## config.mk

```make
export PLATFORM = sky130hd
export DESIGN_NAME = ifetch_prefetch
export DESIGN_NICKNAME = d
export VERILOG_FILES = /design/src/rtl/ifetch_prefetch.sv
export SDC_FILE = /design/constraint.sdc
export NUM_CORES = 1
export LEC_CHECK = 0
export ABC_AREA = 1
export CORE_ASPECT_RATIO = 1.75
export CORE_MARGIN = 1
export CORE_UTILIZATION = 55
export CTS_CLUSTER_SIZE = 8
export DETAILED_ROUTE_END_ITERATION = 7
export GPL_ROUTABILITY_DRIVEN = 0
export PLACE_DENSITY = 0.81
export SETUP_SLACK_MARGIN = 0.5
export SYNTH_ARGS = -nofsm -noshare
export SYNTH_HDL_FRONTEND = slang
export SYNTH_SLANG_ARGS = --single-unit
```

## constraint.sdc

```tcl
create_clock -name clk -period 7.8 [get_ports clk]
set_input_delay 0.78 -clock clk [delete_from_list [all_inputs] [get_ports clk]]
set_output_delay 0.78 -clock clk [all_outputs]
set_load 0.01 [all_outputs]
```

## src/rtl/ifetch_prefetch.sv

```systemverilog
// Instruction prefetch stage: credit-limited in-order fetch, PC-tagged FIFO, redirect flush.
// Define IFETCH_PERF_EN to build the stall/discard performance counters.
module ifetch_prefetch #(
  parameter int unsigned DEPTH    = 4,
  parameter logic [31:0] RESET_PC = 32'h0000_0000
) (
  input  logic        clk,
  input  logic        reset,
  input  logic        redirect_valid,
  input  logic [31:0] redirect_pc,
  output logic        imem_req_valid,
  input  logic        imem_req_ready,
  output logic [31:0] imem_addr,
  input  logic        imem_rsp_valid,
  input  logic [31:0] imem_rsp_data,
  output logic        instr_valid,
  input  logic        instr_ready,
  output logic [31:0] instr,
  output logic [31:0] instr_pc,
  output logic [31:0] perf_stall_cnt,
  output logic [31:0] perf_discard_cnt
);

  localparam int unsigned AW = $clog2(DEPTH);
  localparam int unsigned CW = $clog2(DEPTH + 1);
  localparam logic [CW:0] DEPTH_C = (CW+1)'(DEPTH);

  logic [31:0]   fetch_pc_q, fetch_pc_d;
  logic [31:0]   rsp_pc_q, rsp_pc_d;
  logic [31:0]   data_q [DEPTH];
  logic [31:0]   pcs_q  [DEPTH];
  logic [AW-1:0] wr_q, wr_d, rd_q, rd_d;
  logic [CW-1:0] cnt_q, cnt_d;
  logic [CW-1:0] out_q, out_d;
  logic [CW-1:0] disc_q, disc_d;
  logic [CW:0]   credit;
  logic          req_fire, rsp_fire, drop, push, pop;
  logic [31:0]   redir_pc;

  // Credits cover buffered plus in-flight words, so a push never meets a full FIFO
  always_comb begin
    credit         = {1'b0, cnt_q} + {1'b0, out_q};
    imem_req_valid = ~reset & (credit < DEPTH_C);
    imem_addr      = fetch_pc_q;
    req_fire       = imem_req_valid & imem_req_ready;
    rsp_fire       = imem_rsp_valid & (out_q != '0);
    drop           = rsp_fire & (redirect_valid | (disc_q != '0));
    push           = rsp_fire & ~drop;
    instr_valid    = cnt_q != '0;
    pop            = instr_valid & instr_ready & ~redirect_valid;
    instr          = instr_valid ? data_q[rd_q] : '0;
    instr_pc       = instr_valid ? pcs_q[rd_q] : '0;
    redir_pc       = {redirect_pc[31:2], 2'b00};
  end

  always_comb begin
    out_d      = out_q + CW'(req_fire) - CW'(rsp_fire);
    fetch_pc_d = req_fire ? fetch_pc_q + 32'd4 : fetch_pc_q;
    rsp_pc_d   = push ? rsp_pc_q + 32'd4 : rsp_pc_q;
    cnt_d      = cnt_q + CW'(push) - CW'(pop);
    wr_d       = wr_q + AW'(push);
    rd_d       = rd_q + AW'(pop);
    disc_d     = disc_q - CW'(drop);
    // Everything still in flight after this cycle belongs to the old stream
    if (redirect_valid) begin
      fetch_pc_d = redir_pc;
      rsp_pc_d   = redir_pc;
      cnt_d      = '0;
      wr_d       = '0;
      rd_d       = '0;
      disc_d     = out_d;
    end
  end

  always_ff @(posedge clk or posedge reset) begin
    if (reset) begin
      fetch_pc_q <= RESET_PC;
      rsp_pc_q   <= RESET_PC;
      wr_q       <= '0;
      rd_q       <= '0;
      cnt_q      <= '0;
      out_q      <= '0;
      disc_q     <= '0;
    end else begin
      fetch_pc_q <= fetch_pc_d;
      rsp_pc_q   <= rsp_pc_d;
      wr_q       <= wr_d;
      rd_q       <= rd_d;
      cnt_q      <= cnt_d;
      out_q      <= out_d;
      disc_q     <= disc_d;
    end
  end

  always_ff @(posedge clk) begin
    if (push) begin
      data_q[wr_q] <= imem_rsp_data;
      pcs_q[wr_q]  <= rsp_pc_q;
    end
  end

`ifdef IFETCH_PERF_EN
  logic [31:0] stall_cnt_q;
  logic [31:0] disc_cnt_q;

  always_ff @(posedge clk or posedge reset) begin
    if (reset) begin
      stall_cnt_q <= '0;
      disc_cnt_q  <= '0;
    end else begin
      if (instr_ready & ~instr_valid)
        stall_cnt_q <= stall_cnt_q + 32'd1;
      if (drop)
        disc_cnt_q <= disc_cnt_q + 32'd1;
    end
  end

  assign perf_stall_cnt   = stall_cnt_q;
  assign perf_discard_cnt = disc_cnt_q;
`else
  assign perf_stall_cnt   = '0;
  assign perf_discard_cnt = '0;
`endif

endmodule

```

==> impl_metrics.csv, run 1 <==
group,metric,value,unit
yosys,synth_top_family_by_area,"simple AND/OR/NAND/NOR gates",
yosys,synth_top_area_share,48.7,%
route,drt_first_pass_iters,5,
finish,fin_nets,1833,
clocking,cts_buffers,46,
yosys,yosysMostFrequentCell,"nor2_1",
status,status,"finished clean",
placement,hpwl,21500,um
floorplanning,dieHeight,223,um
yosys,synthTopCellsByCount,"324 x nor2_1, 321 x nand2_1, 248 x edfxtp_1",
clocking,htree_levels,2,
grt,grt_max_degree,125,
grt,grt_use_total,25.3,%
job,max_cap_violations,0,
yosys,async_reset_ff_share,22.7,%
floorplanning,initial_core_util,55.9,%
route,routed_via_density,5.34,
yosys,ys_seq_area_share,60.7,%
clocking,cts_tree,"yes",
route,drc,0,
worst_setup_path,endpoint_kind,"output pin",
timing,hold_violations,0,
yosys,yosysTopAreaCell,"edfxtp_1",
route,totalWireLength,35800,um
yosys,synth_compound_area_share,7.56,%
yosys,netlist_area,0.0153,mm2
finish,synthToLayoutAreaGrowth,18.5,%
worst_setup_path,criticalPathCategory,"register to output pin",
grt,globalRouteOverflowTotal,0,
yosys,yosysUniqueCellTypes,35,
timing,period_minus_slack,4350,ps
yosys,synth-main-ff-cell,"edfxtp_1",
route,drt_iter0_drc,889,
yosys,synth_fa_ha_area_share,1.24,%
finish,drive_gt1_share,6.35,%
yosys,synth_mux_area_share,0,%
timing,holdWs,534,ps
timing,setup_viol,0,
worst_setup_path,startpoint_type,"register",
finish,diodes,0,
finish,final.fill_count,2044,
floorplanning,io_pins,232,
pwr,leakage,0.00711,uW
route,routedWlPerCell,16.8,um
floorplanning,die_area,0.0285,mm2
yosys,synth_edf_count,248,
worst_hold_path,hold_path_class,"register to register",
clocking,cts_hold_buf,0,
clocking,cts.sinks,321,
worst_setup_path,arrival,3570,ps
timing,slew_violations,0,
route,antenna_left,0,
floorplanning,core,0.0273,mm2
floorplanning,die_w,128,um
yosys,synth-simple-area-share,21.1,%
timing,max_freq,230,MHz
pwr,peakVddDrop,0.000231,V
yosys,synth-seq-cells,321,
clocking,post_cts_buffers,0,
clocking,root_buffer,"clkbuf_16",
yosys,syn_inst,1592,
clocking,cts_buffer_depth,3,
yosys,yosys_warnings,0,
grt,antenna_found_initial,0,
clocking,cts.reportedPaths.clkPinSlew,50,ps
yosys,synth_xor_area_share,1.15,%
timing,worst_slew_pin_slew,1180,ps
grt,grt_pass1_vias,11293,
yosys,avgSynthCellArea,9.60,um2
worst_setup_path,cp_max_fo,124,
worst_setup_path,required,7020,ps
clocking,cts_resized,0,
timing,fin_setup_tns,0,ps
yosys,synth_area_leaders,"edfxtp_1 49%, dfrtp_1 12%, nor2_1 8.0%, nand2_1 7.9%, o21ai_0 4.7%",
timing,rsz0062_at_grt,"no",
timing,fin_skew,23.5,ps
route,vias,11400,
grt,grt_pass1_wl,55600,um
floorplanning,row_count,80,
timing,fin_crit_sh,55.8,%
clocking,clock_latency,540,ps
placement,port_buffers,161,
timing,slew_headroom,21.1,%
pwr,power_density,296,mW/mm2
layout by cell type (no fill, tap or decap), drive strengths merged:
cell type,instances
or2,2
nor2,349
nand4,1
xor2,10
clkbuf,62
xnor2,10
o21ai,144
o211ai,8
buf,12
nor3,5
clkdlybuf4s50,160
and3,2
a21oi,65
conb,68
a31oi,2
ha,12
dfrtp,73
fa,2
inv,109
clkinv,1
nand3b,10
o21bai,5
nand2,331
and2,4
nand3,70
edfxtp,248
critical path: stages, from the launching register on:
cell and delay [ps]:
dfrtp_4 710, inv_2 100, buf_4 830, o21ai_0 290, a21oi_1 390, clkdlybuf4s50_1 610
registers in the layout (all words and copies together), names as in the netlist:
name and count:
imem_addr 30, out_q 3, cnt_q 3, disc_q 3
wr_q 2, data_q 128, rsp_pc_q 30, rd_q 2
pcs_q 120
final cells by class:
| cell class | count | area, um2 | area share [%] |
|---|---|---|---|
| Inverter | 108 | 405 | 2.24 |
| Clock buffer | 62 | 1230 | 6.81 |
| Clock inverter | 2 | 17.5 | 0.0967 |
| Timing Repair Buffer | 172 | 1690 | 9.33 |
| Sequential cell | 321 | 9280 | 51.2 |
| Tap cell | 369 | 462 | 2.55 |
| Multi-Input combinational cell | 1100 | 5020 | 27.7 |
where the power goes:
part           leakage, uW  switching [uW]  internal [uW]  total [uW]
clock             0.000606             670           1080        1750
sequential         0.00313             172           2000        2170
combinational      0.00337             823            627        1450
stage by stage:
stage / setup slack [ps] / instances / util [%] / instance area, um2 / power (uW)
floorplan: 1590 / 1659 / - / 15500 / 2960
global placement: 4060 / 2070 / 61.7 / 16900 / 3600
detailed placement: 3990 / 2070 / 61.7 / 16900 / 3640
CTS: 3500 / 2134 / 66.3 / 18100 / 5400
global route: 3350 / 2134 / 66.3 / 18100 / 5630
finish: 3450 / 2134 / 66.3 / 18100 / 5370
path summary, 6_finish.rpt:
| kind | from | endpoint | slack [ps] | depth (start not counted) |
|---|---|---|---|---|
| setup / recovery | rd_q[0] | instr_pc[16] | 3450 | 5 |
| hold / removal | out_q[1] | out_q[2] | 530 | 1 |
| setup reg to reg | cnt_q[1] | cnt_q[2] | 4810 | 12 |
| hold reg to reg | out_q[1] | out_q[2] | 530 | 1 |
| max in group asynchronous | reset | rd_q[0] | 6150 | 3 |
| min in group asynchronous | reset | cnt_q[2] | 860 | 3 |
per-layer routing:
metal  track usage, %  share of wire (%)  vias to the layer above
met5                0                  0                        -
li1                 -                  -                     5424
met4             14.4                5.0                        0
met2             46.9                 53                      422
met1             26.9                 36                     5429
met3             3.80                6.0                      125
cells by family after synthesis:
| group | after synthesis |
|---|---|
| and+or+nand+nor | 774 |
| AOI/OAI and AO/OA | 224 |
| adders and majority gates | 14 |
| xor gates and xnor gates | 20 |
| other | 1 |
| DFF | 321 |
| buffers and inverters | 238 |
Power figures use the tool's default switching activity.
==> run 2, diff against run 1 <==
==> constraint.sdc (replaced) <==
create_clock -name clk -period 4.2 [get_ports clk]
set_input_delay 0.42 -clock clk [delete_from_list [all_inputs] [get_ports clk]]
set_output_delay 0.42 -clock clk [all_outputs]
set_load 0.01 [all_outputs]
==> impl_metrics.csv, run 2 (same netlist as run 1, synthesis figures left out) <==
group,metric,value,unit
status,status,"finished clean",
finish,final_cell_mix,"324 x nor2_1, 321 x nand2_1, 248 x edfxtp_1",
worst_setup_path,required,3780,ps
clocking,cts.reportedPaths.clkPinSlew,50,ps
route,drc,0,
finish,layout_commonest_cell,"nor2_1",
pwr,power_density,545,mW/mm2
timing,fin_skew,17.6,ps
finish,top_register,"data_q",
timing,fin_crit_sh,83.8,%
route,totalWireLength,35600,um
worst_setup_path,r2r_setup_slack,1520,ps
timing,period_minus_slack,3520,ps
pwr,leakage,0.00720,uW
timing,fin_setup_tns,0,ps
finish,drive_gt1_share,6.82,%
route,antenna_left,0,
timing,setup_viol,0,
timing,worst_slew_pin_slew,1160,ps
floorplanning,row_count,80,
worst_hold_path,hold_path.startpoint,"redirect_valid",
floorplanning,initial_core_util,55.9,%
route,drt_iter0_drc,704,
finish,fin_nets,1842,
timing,slew_headroom,22.4,%
clocking,cts_buffer_depth,3,
grt,antenna_found_initial,0,
finish,final.fill_count,2051,
worst_setup_path,endpoint_kind,"output pin",
route,drt_first_pass_iters,7,
clocking,root_buffer,"clkbuf_16",
grt,grt.busiest_layer,"met2",
timing,rsz0062_at_grt,"no",
route,routed_via_density,5.36,
finish,largest_register_ffs,128,
grt,grt_util_met3,4.00,%
floorplanning,core,0.0273,mm2
worst_setup_path,startpoint_type,"register",
clocking,cts_tree,"yes",
finish,synthToLayoutAreaGrowth,19.8,%
route,vias,11482,
worst_setup_path,cp_max_fo,64,
finish,reg_top3,"data_q x128, pcs_q x120",
placement,port_buffers,161,
timing,max_freq,284,MHz
clocking,clock_latency,540,ps
timing,hold_violations,0,
grt,globalRouteOverflowTotal,0,
grt,use_met1,27.4,%
clocking,htree_levels,2,
floorplanning,die_w,128,um
grt,grt_pass1_wl,56200,um
clocking,cts.sinks,321,
pwr,peakVddDrop,0.000291,V
clocking,cts_buffers,46,
worst_setup_path,arrival,3100,ps
grt,use_met2,47.0,%
grt,grt_max_degree,65,
job,max_cap_violations,0,
floorplanning,dieHeight,223,um
worst_setup_path,r2r_start,"cnt_q[2]",
grt,grt_pass1_vias,11506,
worst_hold_path,hold_path_class,"input pin to register",
finish,diodes,0,
floorplanning,die_area,0.0285,mm2
worst_setup_path,crit_start,"rd_q[0]",
timing,slew_violations,0,
timing,holdWs,292,ps
worst_setup_path,criticalPathCategory,"register to output pin",
placement,hpwl,22700,um
floorplanning,io_pins,232,
route,routedWlPerCell,16.6,um
grt,grt_use_total,25.6,%
run 2: cell types whose count changed in the layout (fill, tap and decap cells not counted):
cell | previous run | this run
buf_12 | 0 | 9
buf_6 | 0 | 1
nor3_2 | 4 | 0
inv_4 | 0 | 1
inv_2 | 7 | 6
nor3_4 | 0 | 4
buf_4 | 11 | 10
run 2: path summary, 6_finish.rpt:
path                                 to  cells past startpoint
max                           instr[22]                      6
min                             rd_q[1]                      4
max reg2reg                   disc_q[2]                     11
min reg2reg                    out_q[2]                      1
max in group asynchronous  rsp_pc_q[23]                      3
min in group asynchronous      cnt_q[2]                      2
run 2: repair_timing:
item / 4_1_cts / 5_1_grt
setup buffers: 0 / 0
resized for setup: 0 / 3
endpoints found under the setup margin: 0 / 36
hold buffers: 0 / 0
endpoints found under the hold margin: 0 / 0
run 2: layout make-up:
cell class,count,area (um2),share of cell area (%)
Clock buffer,62,1230,6.73
Tap cell,369,462,2.52
Inverter,108,408,2.23
Timing Repair Buffer,181,1870,10.2
Clock inverter,2,17.5,0.0956
Multi-Input combinational cell,1100,5050,27.6
Sequential cell,321,9280,50.6
run 2: critical path, stage by stage (launching register included):
cell             delay, ps
dfrtp_4                870
buf_6                  500
nor2_1                 100
nor2_1                 100
o21ai_0                100
a21oi_1                230
clkdlybuf4s50_1        580
run 2: report_power, final:
group	internal [uW]	switching (uW)	total, uW
Clock	2000	1240	3250
Combinational	1190	1520	2710
Sequential	3710	325	4030
run 2: per-layer routing:
metal	routed length (um)	share of wire, %
met3	2300	6.5
met1	12700	36
met4	1680	4.7
met2	18900	53
met5	0	0
run 2: through the flow:
stage                     cell area (um2)  utilization (%)  power, uW  std cells  setup WS [ps]
after floorplan                     15600                -       5490       1659            256
after global placement              17100             62.4       6710       2079           1160
after detailed placement            17100             62.4       6790       2079           1100
after CTS                           18300             67.0      10100       2143            533
after global routing                18300             67.0      10500       2143            549
final                               18300             67.0       9990       2143            678
==> run 3, diff against run 2 <==
==> constraint.sdc (replaced) <==
create_clock -name clk -period 3.65 [get_ports clk]
set_input_delay 0.365 -clock clk [delete_from_list [all_inputs] [get_ports clk]]
set_output_delay 0.365 -clock clk [all_outputs]
set_load 0.01 [all_outputs]
==> impl_metrics.csv, run 3 (same netlist as run 1, synthesis figures left out) <==
group,metric,value,unit
status,status,"finished clean",
clocking,cts_buffer_depth,3,
clocking,root_buffer,"clkbuf_16",
clocking,cts_hold_buf,0,
timing,slew_headroom,42.8,%
finish,final.fill_count,2063,
clocking,clock_latency,540,ps
timing,worst_slew_pin_slew,858,ps
route,met2_length,19000,um
pwr,power_density,632,mW/mm2
route,top_layer,"met4",
floorplanning,die_area,0.0285,mm2
grt,grt_pass1_vias,11264,
floorplanning,io_pins,232,
finish,top_register,"data_q",
clocking,htree_levels,2,
timing,setup_viol,0,
finish,synthToLayoutAreaGrowth,19.6,%
timing,fin_crit_sh,83.5,%
pwr,leakage,0.00719,uW
route,antenna_left,0,
finish,drive_gt1_share,6.72,%
job,max_cap_violations,0,
worst_setup_path,critPathMaxStageDelay,610,ps
route,wl_met1,13000,um
worst_setup_path,crit_top_cell,"nor2_1",
clocking,cts.reportedPaths.clkPinSlew,50,ps
worst_setup_path,cp_max_fo,125,
timing,period_minus_slack,3050,ps
clocking,cts_tree,"yes",
worst_setup_path,required,3280,ps
timing,rsz0062_at_grt,"yes",
timing,hold_violations,0,
clocking,cts.sinks,321,
route,vias,11335,
worst_setup_path,startpoint_type,"register",
timing,max_freq,328,MHz
clocking,cts_buffers,46,
floorplanning,row_count,80,
finish,fin_nets,1840,
worst_setup_path,criticalPathCategory,"register to output pin",
pwr,peakVddDrop,0.000348,V
grt,grt_pass1_wl,55600,um
route,drt_first_pass_iters,5,
finish,seq_area,0.00928,mm2
placement,port_buffers,161,
route,met3_length,1800,um
grt,grt_max_degree,126,
timing,fin_skew,22.1,ps
finish,largest_register_ffs,128,
route,routedWlPerCell,16.6,um
finish,layout_commonest_cell,"nor2_1",
worst_setup_path,critical-path-slowest-cell,"clkdlybuf4s50_1",
worst_setup_path,arrival,2680,ps
placement,hpwl,21900,um
finish,reg_top3,"data_q x128, pcs_q x120",
grt,grt_use_total,25.4,%
floorplanning,dieHeight,223,um
floorplanning,die_w,128,um
finish,final_util,66.9,%
clocking,cts_resized,1,
floorplanning,initial_core_util,55.9,%
pwr,power,11600,uW
worst_setup_path,critical-path-top-delay-family,"buffers and inverters",
worst_setup_path,endpoint_kind,"output pin",
route,routed_via_density,5.29,
floorplanning,core,0.0273,mm2
finish,diodes,0,
route,totalWireLength,35500,um
finish,multi_input_area,0.00505,mm2
route,drc,0,
worst_setup_path,crit_buf_inv,2,
clocking,post_cts_buffers,0,
finish,final_cell_mix,"324 x nor2_1, 321 x nand2_1, 248 x edfxtp_1",
route,drt_iter0_drc,804,
grt,antenna_found_initial,0,
timing,slew_violations,0,
grt,globalRouteOverflowTotal,0,
worst_hold_path,hold_path_class,"input pin to async pin",
worst_setup_path,crit_chain,"buf_16 > nor2_1 > nor2_1 > o21ai_0 > a21oi_1 > clkdlybuf4s50_1",
## run 3: cell count changes in the layout (fill, tap and decap cells not counted), sizes merged
| cell | before | now |
|---|---|---|
| buf | 21 | 19 |
## run 3: cell type report
type	count	share of cell area, %
clock buffer	62	6.74
clock inverter	2	0.0958
inverter	108	2.23
multi-input combinational	1100	27.6
sequential	321	50.7
tap	369	2.52
timing repair buffer	179	10.1
## run 3: power by group
part / switching [uW] / internal, uW
Sequential: 324 / 4270
Combinational: 1820 / 1420
Clock: 1420 / 2310
Total: 3560 / 8000
## run 3: per-stage QoR
stage	cells	setup WS [ps]	TNS (ps)	instance area [um2]	hold slack [ps]
6_report	2141	604	0	18300	235
5_1_grt	2141	500	0	18300	255
4_1_cts	2141	526	0	18300	247
3_5_place_dp	2077	840	0	17000	524
3_3_place_gp	2077	881	0	17000	511
2_1_floorplan	1659	-239	-59350	15600	464
## run 3: metal layers
layer  vias to the layer above  GRT usage, %
li1                       5438             -
met1                      5399          27.2
met2                       395          47.0
met3                       103          3.73
met4                         0          13.8
met5                         -             0
## run 3: path summary, 6_finish.rpt
| kind | slack [ps] | to | startpoint | cells after the start |
|---|---|---|---|---|
| worst max register to register | 1010 | disc_q[2] | out_q[2] | 11 |
| worst min register to register | 530 | out_q[2] | out_q[1] | 1 |
| min in group clk | 260 | rsp_pc_q[13] | redirect_valid | 4 |
| worst max-delay path | 600 | instr_pc[9] | rd_q[0] | 6 |
| worst min-delay path | 230 | out_q[1] | reset | 2 |
| max in group asynchronous | 2520 | rsp_pc_q[22] | reset | 3 |
